**src/rtl/cdb_arbiter.sv**
```systemverilog
`timescale 1ns/1ps
// -----------------------------------------------------------------------------
// cdb_arbiter
//
// Purpose:
//   Common data bus arbiter for four result producers (0=alu, 1=muldiv,
//   2=lsq, 3=br). Each producer owns one holding entry. A result accepted at
//   a clock edge sits in its holding entry and can be broadcast from the
//   following cycle onward. One entry per cycle wins the bus. A winning
//   entry may be refilled at the same edge it drains, so one producer with
//   no competitors streams one result per cycle.
//
// Configuration:
//   CDB_ARB_RR_EN  undefined -> fixed priority, highest source index wins
//                  defined   -> round-robin, search starts at a pointer and
//                               goes upward mod 4; the pointer moves to
//                               winner+1 after every broadcast
//
// Ports:
//   clk         in   clock, rising edge
//   rst         in   synchronous active-high reset (priority over all)
//   flush       in   mispredict flush: no grant/accept, all holds dropped
//   req_valid   in   [3:0] per-source result valid
//   req_pd      in   [4*PD_W-1:0]   per-source physical destination tag
//   req_rd      in   [4*5-1:0]      per-source architectural destination
//   req_rob     in   [4*ROB_W-1:0]  per-source ROB index
//   req_result  in   [4*DATA_W-1:0] per-source result data
//   req_ready   out  [3:0] source may present a result this cycle
//   cdb_valid   out  broadcast valid
//   cdb_pd      out  [PD_W-1:0]   broadcast tag (0 when idle)
//   cdb_rd      out  [4:0]        broadcast rd (0 when idle)
//   cdb_rob     out  [ROB_W-1:0]  broadcast ROB index (0 when idle)
//   cdb_result  out  [DATA_W-1:0] broadcast data (0 when idle)
//   cdb_src     out  [1:0]        broadcasting source (0 when idle)
//   cdb_sent    out  [3:0] one-hot, source broadcast this cycle
//   stall_cnt   out  [4*16-1:0] per-source saturating lost-arbitration count
// -----------------------------------------------------------------------------
module cdb_arbiter #(
  parameter int DATA_W = 32,
  parameter int PD_W   = 6,
  parameter int ROB_W  = 5
) (
  input  logic                clk,
  input  logic                rst,
  input  logic                flush,
  input  logic [3:0]          req_valid,
  input  logic [4*PD_W-1:0]   req_pd,
  input  logic [4*5-1:0]      req_rd,
  input  logic [4*ROB_W-1:0]  req_rob,
  input  logic [4*DATA_W-1:0] req_result,
  output logic [3:0]          req_ready,
  output logic                cdb_valid,
  output logic [PD_W-1:0]     cdb_pd,
  output logic [4:0]          cdb_rd,
  output logic [ROB_W-1:0]    cdb_rob,
  output logic [DATA_W-1:0]   cdb_result,
  output logic [1:0]          cdb_src,
  output logic [3:0]          cdb_sent,
  output logic [4*16-1:0]     stall_cnt
);

  // Holding entries
  logic [3:0]        hold_v_q;
  logic [3:0]        hold_v_d;
  logic [PD_W-1:0]   hold_pd_q     [4];
  logic [4:0]        hold_rd_q     [4];
  logic [ROB_W-1:0]  hold_rob_q    [4];
  logic [DATA_W-1:0] hold_result_q [4];

  // Unpacked views of the packed request payloads
  logic [PD_W-1:0]   pd_in     [4];
  logic [4:0]        rd_in     [4];
  logic [ROB_W-1:0]  rob_in    [4];
  logic [DATA_W-1:0] result_in [4];

  // Lost-arbitration counters
  logic [15:0] stall_q [4];
  logic [15:0] stall_d [4];

  // Arbitration
  logic       sel_found;
  logic [1:0] sel_idx;
  logic [3:0] grant;
  logic [3:0] accept;

`ifdef CDB_ARB_RR_EN
  logic [1:0] rr_ptr_q;
  logic [1:0] rr_ptr_d;

  // Round-robin: the first occupied entry at or above the pointer (mod 4).
  always_comb begin
    logic [1:0] probe;
    sel_found = 1'b0;
    sel_idx   = 2'd0;
    probe     = 2'd0;
    for (int k = 0; k < 4; k++) begin
      probe = rr_ptr_q + 2'(k);
      if (!sel_found && hold_v_q[probe]) begin
        sel_found = 1'b1;
        sel_idx   = probe;
      end
    end
  end

  // Pointer only moves on an actual broadcast; flush and reset cycles never
  // broadcast, so flush leaves it untouched.
  assign rr_ptr_d = cdb_valid ? (sel_idx + 2'd1) : rr_ptr_q;

  always_ff @(posedge clk) begin
    if (rst) begin
      rr_ptr_q <= 2'd0;
    end else begin
      rr_ptr_q <= rr_ptr_d;
    end
  end
`else
  // Fixed priority: ascending scan, so the highest occupied index wins.
  always_comb begin
    sel_found = 1'b0;
    sel_idx   = 2'd0;
    for (int k = 0; k < 4; k++) begin
      if (hold_v_q[k]) begin
        sel_found = 1'b1;
        sel_idx   = 2'(k);
      end
    end
  end
`endif

  // No broadcast while flushing or in reset.
  assign grant = (sel_found && !flush && !rst) ? (4'b0001 << sel_idx) : 4'b0000;

  // An entry being granted this cycle can take a new result at the same edge.
  assign req_ready = (rst || flush) ? 4'b0000 : (~hold_v_q | grant);
  assign accept    = req_valid & req_ready;

  genvar gi;
  generate
    for (gi = 0; gi < 4; gi++) begin : g_src
      assign pd_in[gi]     = req_pd[gi*PD_W +: PD_W];
      assign rd_in[gi]     = req_rd[gi*5 +: 5];
      assign rob_in[gi]    = req_rob[gi*ROB_W +: ROB_W];
      assign result_in[gi] = req_result[gi*DATA_W +: DATA_W];

      // A fresh accept wins over the drain of the same entry.
      assign hold_v_d[gi] = flush        ? 1'b0 :
                            accept[gi]   ? 1'b1 :
                            grant[gi]    ? 1'b0 :
                                           hold_v_q[gi];

      assign stall_d[gi] = (hold_v_q[gi] && !grant[gi] && !flush &&
                            (stall_q[gi] != 16'hFFFF)) ?
                           (stall_q[gi] + 16'd1) : stall_q[gi];

      assign stall_cnt[gi*16 +: 16] = stall_q[gi];
    end
  endgenerate

  // Control state
  always_ff @(posedge clk) begin
    if (rst) begin
      hold_v_q <= 4'b0000;
      for (int k = 0; k < 4; k++) begin
        stall_q[k] <= 16'd0;
      end
    end else begin
      hold_v_q <= hold_v_d;
      for (int k = 0; k < 4; k++) begin
        stall_q[k] <= stall_d[k];
      end
    end
  end

  // Payload storage is qualified by hold_v_q, so it needs no reset.
  always_ff @(posedge clk) begin
    for (int k = 0; k < 4; k++) begin
      if (accept[k]) begin
        hold_pd_q[k]     <= pd_in[k];
        hold_rd_q[k]     <= rd_in[k];
        hold_rob_q[k]    <= rob_in[k];
        hold_result_q[k] <= result_in[k];
      end
    end
  end

  // Broadcast mux; every field reads zero when the bus is idle.
  always_comb begin
    cdb_valid  = |grant;
    cdb_sent   = grant;
    cdb_pd     = '0;
    cdb_rd     = '0;
    cdb_rob    = '0;
    cdb_result = '0;
    cdb_src    = 2'd0;
    if (cdb_valid) begin
      cdb_pd     = hold_pd_q[sel_idx];
      cdb_rd     = hold_rd_q[sel_idx];
      cdb_rob    = hold_rob_q[sel_idx];
      cdb_result = hold_result_q[sel_idx];
      cdb_src    = sel_idx;
    end
  end

endmodule

```
**config.mk**
```make
export PLATFORM = sky130hd
export DESIGN_NAME = cdb_arbiter
export DESIGN_NICKNAME = d
export VERILOG_FILES = /design/src/rtl/cdb_arbiter.sv
export SDC_FILE = /design/constraint.sdc
export NUM_CORES = 1
export LEC_CHECK = 0
export ABC_AREA = 0
export CORE_MARGIN = 10
export CORE_UTILIZATION = 25
export DETAILED_ROUTE_END_ITERATION = 7
export PLACE_DENSITY = 0.46
export SLEW_MARGIN = 20
export SYNTH_ARGS = -nofsm -noshare
export SYNTH_HDL_FRONTEND = slang
export SYNTH_SLANG_ARGS = --single-unit
export TNS_END_PERCENT = 30
```
**constraint.sdc**
```tcl
create_clock -name clk -period 7.4 [get_ports clk]
set_input_delay 1.11 -clock clk [delete_from_list [all_inputs] [get_ports clk]]
set_output_delay 1.11 -clock clk [all_outputs]
set_load 0.02 [all_outputs]
```
# --- Word-level counts from Yosys, hierarchy flattened ---
# Memories as Yosys holds them, arrays and structs flattened.
# Cells that the tools add are included.
op_classes:
  bitwise_logic: 7
  n_reduce_logical: 27
  muxes: 41
  shift: 1
  eq_ne: 4
  n_addsub: 4
ops:
  columns: ["op", "count"]
  rows:
  - ["$mux W16", 8]
  - ["$add A16 B1 Y16 const B", 4]
  - ["$ne A16 B16 Y1 const B", 4]
  - ["$mux W32", 1]
  - ["$mux W1", 24]
  - ["$logic_and A1 B1 Y1", 14]
  - ["$mux W5", 2]
  - ["$mux W4", 2]
  - ["$reduce_bool A2 Y1", 4]
  - ["$logic_not A1 Y1", 6]
  - ["$mux W2", 3]
  - ["$mux W6", 1]
  - ["$and A4 B4 Y4", 1]
  - ["$not A4 Y4", 1]
  - ["$or A1 B1 Y1", 4]
  - ["$or A4 B4 Y4", 1]
  - ["$reduce_or A4 Y1", 1]
  - ["$shl A1 B2 Y4 const A", 1]
  - ["$reduce_or A2 Y1", 1]
  - ["$logic_or A1 B1 Y1", 1]
word_totals:
  mem_count: 5
  wordCells: 93
  ram_bits: 256
  register_bits: 4
memory_table:
  columns: ["memory", "depth", "width", "rd", "rd_clocked_by_memory_dff", "write_ports", "line_no", "text"]
  rows:
  - ["hold_result_q", 4, 32, 1, 0, 4, "68", "logic [DATA_W-1:0] hold_result_q [4];"]
  - ["stall_q", 4, 16, 4, 0, 4, "77", "logic [15:0] stall_q [4];"]
  - ["hold_pd_q", 4, 6, 1, 0, 4, "65", "logic [PD_W-1:0] hold_pd_q [4];"]
  - ["hold_rd_q", 4, 5, 1, 0, 4, "66", "logic [4:0] hold_rd_q [4];"]
  - ["hold_rob_q", 4, 5, 1, 0, 4, "67", "logic [ROB_W-1:0] hold_rob_q [4];"]

# --- Longest topological paths before layout ---
# Gate-level depths: netlist (run 1).
depth:
  word_depth: 13
  mapped_depth: 7
  depth_no_buf: 6

# --- Worst setup path before layout (run 1) ---
# Ideal clock, no wire load.
synth_path:
  path_type: "in2out"
  startpoint: "input port rst"
  endpoint: "output port cdb_result[10]"
  arrival_ns: 2.633
  setup_slack_ns: 3.657
  stages: 7
  n_path_buf: 3
  required_ns: 6.290
  cell_sequence: "clkbuf_2 -> or2_2 -> buf_2 -> clkinv_1 -> o21ai_1 -> clkbuf_1 -> o22ai_1"
synth_via:
  elab_chain_cells: 5
synth_rtl:
  columns: ["element", "line_no", "text"]
  rows:
  - ["from (decl)", "44", "input logic rst,"]
  - ["$logic_not A1 Y1", "131", "assign grant = (sel_found && !flush && !rst) ? (4'b0001 << sel_idx) : 4'b0000;"]
  - ["$logic_and A1 B1 Y1", "131", null]
  - ["$mux W4", "131", null]
  - ["$reduce_or A4 Y1", "188", "cdb_valid = |grant;"]
  - ["$mux W32", "195", "if (cdb_valid) begin"]
  - ["to (decl)", "56", "output logic [DATA_W-1:0] cdb_result,"]
# No other way between the ends.

# --- Worst setup path in the final report (run 1) ---
layout_path:
  startpoint: "input port flush"
  endpoint: "output port cdb_result[10]"
layout_via:
  elab_chain_cells: 6
layout_rtl:
  columns: ["element", "line_no", "text"]
  rows:
  - ["from (decl)", "45", "input logic flush,"]
  - ["$logic_not A1 Y1", "131", null]
  - ["$logic_and A1 B1 Y1 (2 in a row)", "131", null]
  - ["$mux W4", "131", null]
  - ["$reduce_or A4 Y1", "188", null]
  - ["$mux W32", "195", null]
# No other way between the ends.

==> results.yml, run 1 <==
clocking:
  postCtsSetupBuffers: 0
  clock_sink_count: 260
  path_clk_slew_ns: 0.06
  cts_tree: "yes"
  htreeDepth: 1
  cts_root_buf: "clkbuf_16"
  hold_buffers: 0
  cts_buffers: 31
  clk_path_buf_depth: 3
  clkLatencyLatePin_ns: 0.57
  cts_resized: 0
global_route:
  overflow: 0
  grt_max_degree: 71
  grt_pass1_wl_um: 50600
  track_usage: 0.139
  first_global_vias: 7473
  antenna_found_initial: 16
sta:
  period_needed_ns: 5.00
  maxSlewHeadroom: 0.334
  rsz0062_at_grt: "false"
  fmax_mhz: 200
  slew_violations: 0
  fin_crit_sh: 0.676
  skew_ns: 0.00778
  setup_tns_ns: 0
  fin_hold_ws_ns: 0.486
  worstMarginPinSlew_ns: 0.990
  hold_violations: 0
  setup_viol: 0
synthesis:
  synth-edff-count: 192
  synth_cells: 730
  synth_cell_type_count: 45
  ys_top_cells_by_count: "192 x edfxtp_1, 81 x nor2_1, 68 x dfxtp_1"
  ys_top_cells_by_area: "edfxtp_1 57%, dfxtp_1 14%, mux2i_1 3.7%, a22oi_1 3.6%, xnor2_1 3.2%"
  synth_top_area_cell: "edfxtp_1"
  postSynthAreaPerCell_um2: 13.8
  ys_seq_area_frac: 0.707
  synth_warnings: 0
  async_reset_ff_frac: 0
  synth-seq-cells: 260
  synth_fp_nets: 933
  yosysMostFrequentCell: "edfxtp_1"
  synth_top_area_frac: 0.572
  syn_area_um2: 10100
  ys.flop_type: "edfxtp_1"
floorplanning:
  dieWidth_um: 221
  fp.dieArea_um2: 48800
  start_util: 0.253
  core_um2: 39800
  std_cell_rows: 73
  die_h_um: 221
  io_pins: 322
critical_path:
  critPathMaxFanout: 27
  worstSetupPathType: "in -> out"
  endpoint_kind: "primary output"
  rr_worst_depth: 4
  required_ns: 6.29
  startpoint_type: "primary input"
  timing.rr.start: "hold_v_q[3]"
  reg2reg_to: "hold_result_q[0][25]"
  worstPathArrival_ns: 3.89
  reg2reg_slack_ns: 4.44
final_layout:
  syn2layout_area_growth_pct: 48.4
  drive_gt1_frac: 0.0751
  layout.nets: 1257
power:
  p_per_area_nw_per_um2: 225
  leakage_nw: 5.01
  ir_worst_vdd_mv: 0.197
drt:
  num_vias: 7191
  routed_wl_um: 35500
  avgRoutedWirePerCell_um: 22.1
  viasPerCell: 4.46
  firstDrtPassIters: 4
  antenna_left: 0
  drtIter0Drc: 368
  drc: 0
hold_path:
  min_to: "stall_q[3][2]"
  whs_path_depth: 1
  min-delay-start: "stall_q[3][2]"
  worstHoldPathType: "reg -> reg"
run:
  maxCapViolations: 0
placement:
  gp_congestion: 0.766
  port_buffers: 321
  place_hpwl_um: 26000
run_status:
  status: "finished, final reports clean"
[sequential cells by signal (all words and copies together) (netlist names)]
name	cells
hold_pd_q	24
hold_rd_q	20
hold_result_q	128
hold_rob_q	20
hold_v_q	4
stall_q	64
[routing by layer]
metal / wire length, um / vias to the layer above / GRT usage
met1: 14700 / 3392 / 0.170
met2: 16000 / 256 / 0.218
li1: - / 3459 / -
met4: 600 / 24 / 0.0274
met5: 165 / - / 0
met3: 4100 / 60 / 0.0709
[how the worst max path moves through the flow]
stage / startpoint / end / slack, ns / cells past startpoint
detailed placement: flush / cdb_result[14] / 2.36 / 7
CTS: flush / cdb_result[14] / 2.34 / 7
global route: flush / cdb_result[11] / 2.19 / 7
finish: flush / cdb_result[10] / 2.40 / 7
floorplan: rst / cdb_result[10] / 3.66 / 7
global placement: flush / cdb_result[12] / 2.51 / 7
[stage by stage]
step	cells	worst slack (ns)	util	cell area (um^2)	total power, mW
final	1611	2.40	0.376	15000	3.37
after global routing	1605	2.19	0.375	14900	3.51
after CTS	1603	2.34	0.375	14900	3.43
after detailed placement	1545	2.36	0.349	13900	1.94
after global placement	1545	2.51	0.349	13900	1.94
after floorplan	730	3.66	-	10100	1.75
[report_power, final]
part	internal, mW	switching (mW)
registers	1.61	0.0135
logic	0.148	0.129
clock network	0.869	0.606
[layout make-up]
| type | instances | area (um^2) |
|---|---|---|
| flip-flops and latches | 260 | 7130 |
| diodes | 7 | 17.5 |
| well taps | 525 | 657 |
| repair buffers | 333 | 3320 |
| fillers | 3954 | 24900 |
| clock inverters | 17 | 121 |
| clock buffers | 41 | 880 |
| multi-input cells | 421 | 2820 |
| inverters | 7 | 26.3 |
[worst max-delay path, cell delays in order]
cell and delay [ns]:
clkdlybuf4s50_1 0.59, or2_2 0.28, clkinv_1 0.30, o21ai_4 0.44, buf_4 0.43, o22ai_1 0.16
clkdlybuf4s50_1 0.57
[placed cells by master, fill, tap and decap left out, drive strengths merged, types with 18 or more instances in the layout]
cell	netlist	final
clkdlybuf4s50	0	320
edfxtp	192	192
nor2	82	82
dfxtp	68	68
a22oi	48	48
clkbuf	37	41
mux2i	37	37
xnor2	37	37
o22ai	36	36
nand2	18	18
nor2b	18	18
nor3	18	18
[cells by family (layout without fill, tap and decap cells)]
family | count (synthesis) | after routing | synth area share
flip-flops | 260 | 260 | 0.707
AND/OR/NAND/NOR | 219 | 219 | 0.115
AO/OA/AOI/OAI | 121 | 121 | 0.0825
buffers and inverters | 49 | 398 | 0.0189
XOR/XNOR | 39 | 39 | 0.0339
multiplexers | 38 | 38 | 0.0379
adder cells (fa/ha/maj) | 4 | 4 | 0.00497
other | 0 | 7 | 0
(Power assumes the default switching activity.)
==> inputs of run 2 (changes only) <==
==> constraint.sdc (replaced) <==
create_clock -name clk -period 5 [get_ports clk]
set_input_delay 0.75 -clock clk [delete_from_list [all_inputs] [get_ports clk]]
set_output_delay 0.75 -clock clk [all_outputs]
set_load 0.02 [all_outputs]
==> run 2 against run 1 <==
Effect of this change: die area unchanged; clock power rose by 52%; non-clock buffer count increased by 5; critical path depth rose by 1; first-iteration DRC count is 34% higher; highest routed layer unchanged; critical endpoint is now cdb_result[2]; sequential cell count is the same.
==> results.yml, run 2 (synthesized netlist as in run 1, its figures left out) <==
critical_path:
  required_ns: 4.25
  reg2reg_to: "stall_q[0][15]"
  worstSetupPathType: "in -> out"
  timing.rr.start: "hold_v_q[2]"
  worstPathArrival_ns: 3.38
  rr_worst_depth: 6
  reg2reg_slack_ns: 2.40
  startpoint_type: "primary input"
  critPathMaxFanout: 27
  endpoint_kind: "primary output"
final_layout:
  syn2layout_area_growth_pct: 49.2
  drive_gt1_frac: 0.0777
  reg.largest.list: "hold_result_q x128, stall_q x64, hold_pd_q x24"
  multi_input_area_um2: 2820
  layout_commonest_cell: "clkdlybuf4s50_1"
  fin_util: 0.378
  regMostFlops: "hold_result_q"
  largest_register_ffs: 128
  fill_cells: 3888
  ff_latch_area_um2: 7130
  final_cell_mix: "320 x clkdlybuf4s50_1, 192 x edfxtp_1, 81 x nor2_1"
  layout.nets: 1262
run:
  maxCapViolations: 0
hold_path:
  min-delay-start: "stall_q[3][14]"
  worstHoldPathType: "reg -> reg"
  whs_path_depth: 1
  min_to: "stall_q[3][14]"
sta:
  fin_crit_sh: 0.825
  slew_violations: 0
  hold_violations: 0
  skew_ns: 0.0116
  fmax_mhz: 242
  setup_viol: 0
  rsz0062_at_grt: "false"
  maxSlewHeadroom: 0.233
  setup_tns_ns: 0
  worstMarginPinSlew_ns: 1.15
  period_needed_ns: 4.13
clocking:
  clk_path_buf_depth: 3
  cts_buffers: 31
  clock_sink_count: 260
  cts_tree: "yes"
  htreeDepth: 1
  cts_root_buf: "clkbuf_16"
  postCtsSetupBuffers: 0
  cts_resized: 0
  hold_buffers: 0
  clkLatencyLatePin_ns: 0.56
  path_clk_slew_ns: 0.06
floorplanning:
  dieWidth_um: 221
  fp.dieArea_um2: 48800
  io_pins: 322
  start_util: 0.253
  std_cell_rows: 73
  die_h_um: 221
  core_um2: 39800
placement:
  port_buffers: 321
  place_hpwl_um: 26500
  gp_congestion: 0.795
drt:
  wl_met2_um: 15900
  viasPerCell: 4.52
  drc: 0
  drtIter0Drc: 492
  routed.top_layer: "met5"
  firstDrtPassIters: 5
  num_vias: 7304
  wl_met1_um: 14800
  route.met3.wl_um: 4290
  avgRoutedWirePerCell_um: 22.2
  routed_wl_um: 35800
  antenna_left: 0
run_status:
  status: "finished, final reports clean"
global_route:
  grt_max_degree: 71
  track_usage: 0.141
  first_global_vias: 7559
  antenna_found_initial: 20
  overflow: 0
  grt_pass1_wl_um: 51200
power:
  p_per_area_nw_per_um2: 336
  power_mw: 5.06
  leakage_nw: 5.01
  ir_worst_vdd_mv: 0.222
run 2: cell type report:
| cell class | instances | area share |
|---|---|---|
| antenna | 11 | 0.00183 |
| clock buffer | 37 | 0.0531 |
| clock inverter | 18 | 0.0136 |
| inverter | 7 | 0.00175 |
| multi-input combinational | 421 | 0.187 |
| sequential | 260 | 0.474 |
| tap | 525 | 0.0437 |
| timing repair buffer | 338 | 0.225 |
run 2: worst max-delay path by stage:
stage	startpoint	endpoint	slack [ns]	cells after the start
after floorplan	rst	hold_pd_q[1][0]	1.66	5
after global placement	flush	cdb_result[12]	0.87	7
after detailed placement	flush	cdb_result[2]	0.73	7
after CTS	hold_v_q[2]	cdb_result[2]	0.65	5
after global routing	flush	cdb_result[2]	0.72	8
final	flush	cdb_result[2]	0.87	8
run 2: worst max-delay path, cell delays in order:
cell	delay, ns
clkdlybuf4s50_1	0.52
or2_2	0.44
clkinv_1	0.19
o21ai_4	0.16
buf_16	0.21
buf_4	0.21
o22ai_1	0.21
clkdlybuf4s50_1	0.66
run 2: layer usage:
layer  vias to the layer above  track usage
met1                      3462        0.169
met5                         -            0
met4                        24       0.0345
met3                        67       0.0735
met2                       273        0.219
li1                       3478            -
run 2: metrics by stage:
stage / hold WS, ns / instance area [um^2] / setup slack (ns) / cells
after floorplan: 0.517 / 10100 / 1.66 / 730
after global placement: 0.470 / 14000 / 0.869 / 1550
after detailed placement: 0.475 / 14000 / 0.732 / 1550
after CTS: 0.483 / 15000 / 0.650 / 1605
after global routing: 0.497 / 15000 / 0.719 / 1607
final: 0.483 / 15000 / 0.874 / 1617
run 2: where the power goes:
| group | switching, mW | total (mW) | internal [mW] |
|---|---|---|---|
| Sequential | 0.0166 | 2.40 | 2.38 |
| Clock | 0.901 | 2.24 | 1.34 |
| Combinational | 0.197 | 0.422 | 0.224 |
